**src/rtl/sync_fifo.sv**
```systemverilog
// Single-clock FIFO with occupancy count, threshold flags and sticky error flags.
// Define SYNC_FIFO_FWFT_EN for first-word-fall-through reads; default is a registered 1-cycle read.
module sync_fifo #(
    parameter int unsigned DATA_WIDTH = 8,
    parameter int unsigned DEPTH      = 16,
    parameter int unsigned AF_LEVEL   = 12,
    parameter int unsigned AE_LEVEL   = 4,
    localparam int unsigned ADDR_WIDTH = $clog2(DEPTH)
) (
    input  logic                  clk_master,
    input  logic                  reset,
    input  logic                  wr_en_master,
    input  logic [DATA_WIDTH-1:0] data_in,
    input  logic                  rd_en_slave,
    input  logic                  clear_err,
    output logic [DATA_WIDTH-1:0] data_out,
    output logic                  data_valid,
    output logic                  full,
    output logic                  empty,
    output logic                  almost_full,
    output logic                  almost_empty,
    output logic [ADDR_WIDTH:0]   count,
    output logic                  overflow,
    output logic                  underflow
);

    localparam logic [ADDR_WIDTH:0] FullCount = DEPTH[ADDR_WIDTH:0];
    localparam logic [ADDR_WIDTH:0] AfCount   = AF_LEVEL[ADDR_WIDTH:0];
    localparam logic [ADDR_WIDTH:0] AeCount   = AE_LEVEL[ADDR_WIDTH:0];

    logic [DATA_WIDTH-1:0] mem [DEPTH];

    logic [ADDR_WIDTH-1:0] wr_ptr_q, wr_ptr_d;
    logic [ADDR_WIDTH-1:0] rd_ptr_q, rd_ptr_d;
    logic [ADDR_WIDTH:0]   count_q, count_d;
    logic                  full_q, empty_q, af_q, ae_q;
    logic                  overflow_q, overflow_d;
    logic                  underflow_q, underflow_d;
    logic                  wr_acc, rd_acc;

    always_comb begin
        // Acceptance uses the registered flags: no write-through when full, no read-through when empty.
        wr_acc      = wr_en_master & ~full_q;
        rd_acc      = rd_en_slave & ~empty_q;
        wr_ptr_d    = wr_acc ? wr_ptr_q + 1'b1 : wr_ptr_q;
        rd_ptr_d    = rd_acc ? rd_ptr_q + 1'b1 : rd_ptr_q;
        count_d     = count_q;
        case ({wr_acc, rd_acc})
            2'b10:   count_d = count_q + 1'b1;
            2'b01:   count_d = count_q - 1'b1;
            default: count_d = count_q;
        endcase
        // A new error event beats a same-cycle clear.
        overflow_d  = clear_err ? 1'b0 : overflow_q;
        underflow_d = clear_err ? 1'b0 : underflow_q;
        if (wr_en_master && full_q) overflow_d = 1'b1;
        if (rd_en_slave && empty_q) underflow_d = 1'b1;
    end

    always_ff @(posedge clk_master) begin
        if (reset) begin
            wr_ptr_q    <= '0;
            rd_ptr_q    <= '0;
            count_q     <= '0;
            full_q      <= 1'b0;
            empty_q     <= 1'b1;
            af_q        <= 1'b0;
            ae_q        <= 1'b1;
            overflow_q  <= 1'b0;
            underflow_q <= 1'b0;
        end else begin
            wr_ptr_q    <= wr_ptr_d;
            rd_ptr_q    <= rd_ptr_d;
            count_q     <= count_d;
            full_q      <= (count_d == FullCount);
            empty_q     <= (count_d == '0);
            af_q        <= (count_d >= AfCount);
            ae_q        <= (count_d <= AeCount);
            overflow_q  <= overflow_d;
            underflow_q <= underflow_d;
        end
    end

    // Storage is deliberately left out of reset.
    always_ff @(posedge clk_master) begin
        if (!reset && wr_acc) begin
            mem[wr_ptr_q] <= data_in;
        end
    end

`ifdef SYNC_FIFO_FWFT_EN
    assign data_out   = mem[rd_ptr_q];
    assign data_valid = ~empty_q;
`else
    logic [DATA_WIDTH-1:0] data_out_q;
    logic                  data_valid_q;

    always_ff @(posedge clk_master) begin
        if (reset) begin
            data_out_q   <= '0;
            data_valid_q <= 1'b0;
        end else begin
            data_valid_q <= rd_acc;
            if (rd_acc) begin
                data_out_q <= mem[rd_ptr_q];
            end
        end
    end

    assign data_out   = data_out_q;
    assign data_valid = data_valid_q;
`endif

    assign full         = full_q;
    assign empty        = empty_q;
    assign almost_full  = af_q;
    assign almost_empty = ae_q;
    assign count        = count_q;
    assign overflow     = overflow_q;
    assign underflow    = underflow_q;

endmodule

```
**config.mk**
```make
export PLATFORM = sky130hd
export DESIGN_NAME = sync_fifo
export DESIGN_NICKNAME = d
export VERILOG_FILES = /design/src/rtl/sync_fifo.sv
export SDC_FILE = /design/constraint.sdc
export NUM_CORES = 1
export LEC_CHECK = 0
export ABC_AREA = 1
export BUFFER_PORTS_ARGS = -buffer_cell sky130_fd_sc_hd__buf_2
export CAP_MARGIN = 10
export CELL_PAD_IN_SITES_DETAIL_PLACEMENT = 1
export CELL_PAD_IN_SITES_GLOBAL_PLACEMENT = 1
export CORE_UTILIZATION = 50
export DETAILED_ROUTE_END_ITERATION = 10
export PLACE_DENSITY = 0.87
export SLEW_MARGIN = 30
export SYNTH_ARGS = -nofsm -noshare
export SYNTH_HDL_FRONTEND = slang
export SYNTH_SLANG_ARGS = --single-unit
```
**constraint.sdc**
```tcl
create_clock -name clk_master -period 4.5 [get_ports clk_master]
set_input_delay 0.9 -clock clk_master [delete_from_list [all_inputs] [get_ports clk_master]]
set_output_delay 0.9 -clock clk_master [all_outputs]
set_load 0.03 [all_outputs]
```
---- Word level (Yosys, flattened, before mapping) ----
Memory sizes are Yosys's and may differ from the RTL's. A register that Yosys moved wholly into a read port is not among the register bits.
Cells that the tools add are included.
storage, ports and cells
  register bits ........................... 20
  latch bits .............................. 0
  memory bits (writable) .................. 128
  bits in read-only memories .............. 0
  input bits .............................. 13
  output and inout port bits .............. 20
  logic and storage cells ................. 37
  memories ................................ 1
memories
  memory  depth  bits a word  read ports  clocked after memory_dff  wr ports  line  source
  mem     16     8            1           1                         1         31    logic [DATA_WIDTH-1:0] mem [DEPTH];
cells by class
  add/sub/neg operators ................... 4
  $mul .................................... 0
  div/mod/pow operators ................... 0
  order comparisons ....................... 2
  eq/ne operators ......................... 3
  shift-type cells ........................ 0
  mux-type cells .......................... 6
  bitwise gates (word level) .............. 4
  reductions and logical operators ........ 7
operators by type and width
  operator                                                                number
  5-bit one-hot mux with 2 select lines                                   1
  4-bit by 1-bit adder with 4-bit output (second input constant)          2
  5-bit by 1-bit adder with 5-bit output (second input constant)          1
  5-bit == test (second input constant)                                   1
  5-bit by 4-bit >= comparator with 1-bit output (second input constant)  1
  5-bit by 3-bit <= comparator with 1-bit output (second input constant)  1
  5-bit logical NOT                                                       1
  1-bit 2-to-1 mux                                                        5
  5-bit by 1-bit subtractor with 5-bit output (second input constant)     1
  2-bit nonzero test                                                      2
  1-bit logical AND                                                       3
  1-bit bitwise AND                                                       2
  2-bit by 1-bit == test with 1-bit output (second input constant)        1
  2-bit == test (second input constant)                                   1
  1-bit NOT                                                               2
  1-bit logical NOT                                                       1

---- Depth between registers and ports, before layout ----
  word-level depth ........................ 5
  mapped depth ............................ 15
  mapped depth without buffers ............ 15

---- Least setup slack after synthesis ----
Ideal clock, no wire load.
  path type ............................... input-to-reg
  from .................................... in reset
  to ...................................... mem mem[11][0], enable pin
  arrival ................................. 1959 ps
  required time ........................... 4117 ps
  slack ................................... 2158 ps
  stages on the path ...................... 3
  buffers on the path ..................... 2
  cells stage by stage .................... clkbuf_1 > buf_1 > nor3_1
between the ends
  word-level cells in the longest chain between the ends .. 4
RTL lines
  element                                 line  source
  start: declaration                      11    input logic reset,
  1-bit logical NOT                       86    if (!reset && wr_acc) begin
  1-bit logical AND                       86
  1-bit 2-to-1 mux                        86
  1-bit 2-to-1 mux (implied by the code)  87    mem[wr_ptr_q] <= data_in;
  end: declaration                        31
No other way between the ends.

==> flow_summary.json <==
{
  "status": "finished, final reports clean",
  "crit_chain": "clkinv_1 -> o221ai_1 -> nand3_1 -> o211ai_1 -> nand2_1 -> inv_1",
  "drc": 0,
  "grt_overflow": 0,
  "r2r-start": "rd_ptr_q[2]$_SDFFE_PP0P_",
  "track_usage_pct": 27.9,
  "cp.arrival_ns": 2.91,
  "grt_pass1_wl_um": 26000,
  "placementRows": 40,
  "num_vias": 4520,
  "ctsResizeCount": 0,
  "relSlewSlack_pct": 43.1,
  "hp-start": "overflow$_SDFFE_PP0P_",
  "reg2reg_slack_ns": 1.97,
  "synth_flop_cell": "edfxtp_1",
  "irDropWorstVdd_v": 0.000460,
  "grt_pass1_vias": 4693,
  "crit_path_top_delay_cell": "dfxtp_1",
  "routedWlPerCell_um": 23.1,
  "clockBufferDepth": 2,
  "die_h_um": 115,
  "synthDistinctLibCells": 28,
  "cp-end-kind": "flip-flop",
  "hp-class": "reg -> reg",
  "finalSetupViolCount": 0,
  "wl_um": 17400,
  "clock_sinks": 156,
  "cts_root_buf": "clkbuf_16",
  "io_buffers": 32,
  "whs_ns": 0.515,
  "rsz0062_at_grt": "no",
  "worstHoldPathCells": 2,
  "reg2reg_depth": 6,
  "nets": 593,
  "cp.required_ns": 4.88,
  "syn_nets": 567,
  "chipWidth_um": 115,
  "clk_pin_slew_worst_paths_ns": 0.06,
  "cp_max_fo": 19,
  "holdBufCountCts": 0,
  "fin_skew_ns": 0.00712,
  "rr_endpoint": "data_out[6]$_SDFFE_PP0P_",
  "grt_antenna_before_repair": 0,
  "postCtsSetupRepairBufs": 0,
  "core_region_area_um2": 12200,
  "antenna_cells": 0,
  "hold_end": "overflow$_SDFFE_PP0P_",
  "area_delta_synth_final_pct": 12.5,
  "max_freq_ghz": 0.395,
  "drive_gt1_share_pct": 13.9,
  "yosysSeqAreaShare_pct": 69.0,
  "layout_common_cells": "128 x edfxtp_1, 103 x nor2_1, 57 x o21ai_0",
  "initial_core_util_pct": 52.3,
  "place.gp.congestion": 0.828,
  "hold_violations": 0,
  "dr.first_iter.drc_count": 418,
  "critical_path.max_stage_delay_ns": 0.82,
  "cts_tree": "done",
  "grt_max_degree": 67,
  "dp_hpwl_um": 10800,
  "postRouteAntennaNets": 0,
  "htree_levels": 4,
  "path_class": "reg -> reg",
  "ys_seq_elements": 156,
  "worstSkewPairLatency_ns": 0.43,
  "cts_made_buffers": 17,
  "syn_area_um2": 6390,
  "finalCritPeriodShare_pct": 56.3,
  "powerDensity_nw_per_um2": 481,
  "drtPass1Iterations": 4,
  "drv_cap": 0,
  "top_level_ports": 33,
  "drv_slew": 0,
  "yosys_warnings": 0,
  "syn_inst": 547,
  "vias_per_cell": 6.01,
  "synth-edff-count": 128,
  "setup_tns_ns": 0,
  "synthArstFlopShare_pct": 0,
  "fin_crit_ns": 2.53,
  "mostFrequentLayoutCell": "edfxtp_1",
  "die_area_um2": 13200,
  "leakagePower_nw": 2.56,
  "synth.avg_cell_area_um2": 11.7,
  "worstSetupStartpointType": "flip-flop",
  "tightest_slew_ns": 0.851
}
[cells in the mapped netlist (all sizes together) (10+ instances only)]
master  instances  area share (%)
nor2          105             6.5
o21ai          77             6.0
buf            19             2.2
inv            33             1.9
nor3           10            0.78
nand3          32             2.7
dfxtp          28             8.8
nand2          47             3.2
clkbuf         10            0.59
o221ai         24             3.3
edfxtp        128              60
[layout make-up]
type	count	area (um^2)
fillers	1326	5030
flip-flops and latches	156	4410
multi-input cells	327	1700
clock buffers	21	440
well taps	168	210
repair buffers	36	190
inverters	35	134
clock inverters	9	98.8
[worst max-delay path, delay by kind of cell, from the launching register on]
kind | cells | cell delay, ns
buffers and inverters | 2 | 0.84
AND/OR/NAND/NOR | 2 | 0.29
AO/OA/AOI/OAI | 2 | 0.51
flip-flops | 1 | 0.82
[report_power, final]
group	internal [W]	switching, W
combinational	0.000123	0.000359
sequential	0.00160	0.0000322
clock	0.000802	0.000537
total	0.00253	0.000928
[kinds of logic (layout without fill, tap and decap cells)]
kind of cell | Yosys count | after routing | synth area share [%]
simple gates | 197 | 197 | 13.4
xor+xnor | 1 | 1 | 0.137
compound gates | 122 | 122 | 11.3
flops | 156 | 156 | 69.0
fa+ha+maj | 7 | 7 | 1.37
buf+inv | 64 | 101 | 4.84
[state kept, by name, indices dropped and copies added (netlist names)]
signal,cells
mem,128
data_out,8
count,5
rd_ptr_q,4
wr_ptr_q,4
almost_empty,1
almost_full,1
data_valid,1
empty,1
full,1
overflow,1
underflow,1
[worst max path at each step]
stage,start,to,slack (ns),depth (start not counted)
6_report,rd_ptr_q[2]$_SDFFE_PP0P_,data_out[6]$_SDFFE_PP0P_,1.97,6
5_1_grt,rd_ptr_q[2]$_SDFFE_PP0P_,data_out[6]$_SDFFE_PP0P_,1.90,6
4_1_cts,reset,mem[2][0]$_DFFE_PP_,2.00,4
3_5_place_dp,reset,mem[2][6]$_DFFE_PP_,1.55,4
3_3_place_gp,wr_en_master,mem[3][1]$_DFFE_PP_,1.82,5
2_1_floorplan,reset,mem[11][0]$_DFFE_PP_,2.16,3
[per-layer routing]
| metal | global-route usage [%] | vias up | wire length, um |
|---|---|---|---|
| met1 | 32.7 | 2307 | 6830 |
| li1 | - | 2019 | - |
| met4 | 13.9 | 0 | 634 |
| met3 | 5.96 | 37 | 859 |
| met5 | 0 | - | 0 |
| met2 | 48.5 | 157 | 9060 |
[metrics by stage]
stage / total power (W) / std cells / worst slack, ns / area [um^2] / utilization (%)
global route: 0.00355 / 752 / 1.90 / 7180 / 58.8
global placement: 0.00210 / 722 / 1.82 / 6610 / 54.1
detailed placement: 0.00213 / 722 / 1.55 / 6630 / 54.3
floorplan: 0.00198 / 547 / 2.16 / 6390 / -
finish: 0.00346 / 752 / 1.97 / 7180 / 58.8
CTS: 0.00346 / 752 / 2.00 / 7170 / 58.7
Note: power is estimated with default switching activity, not from simulation.
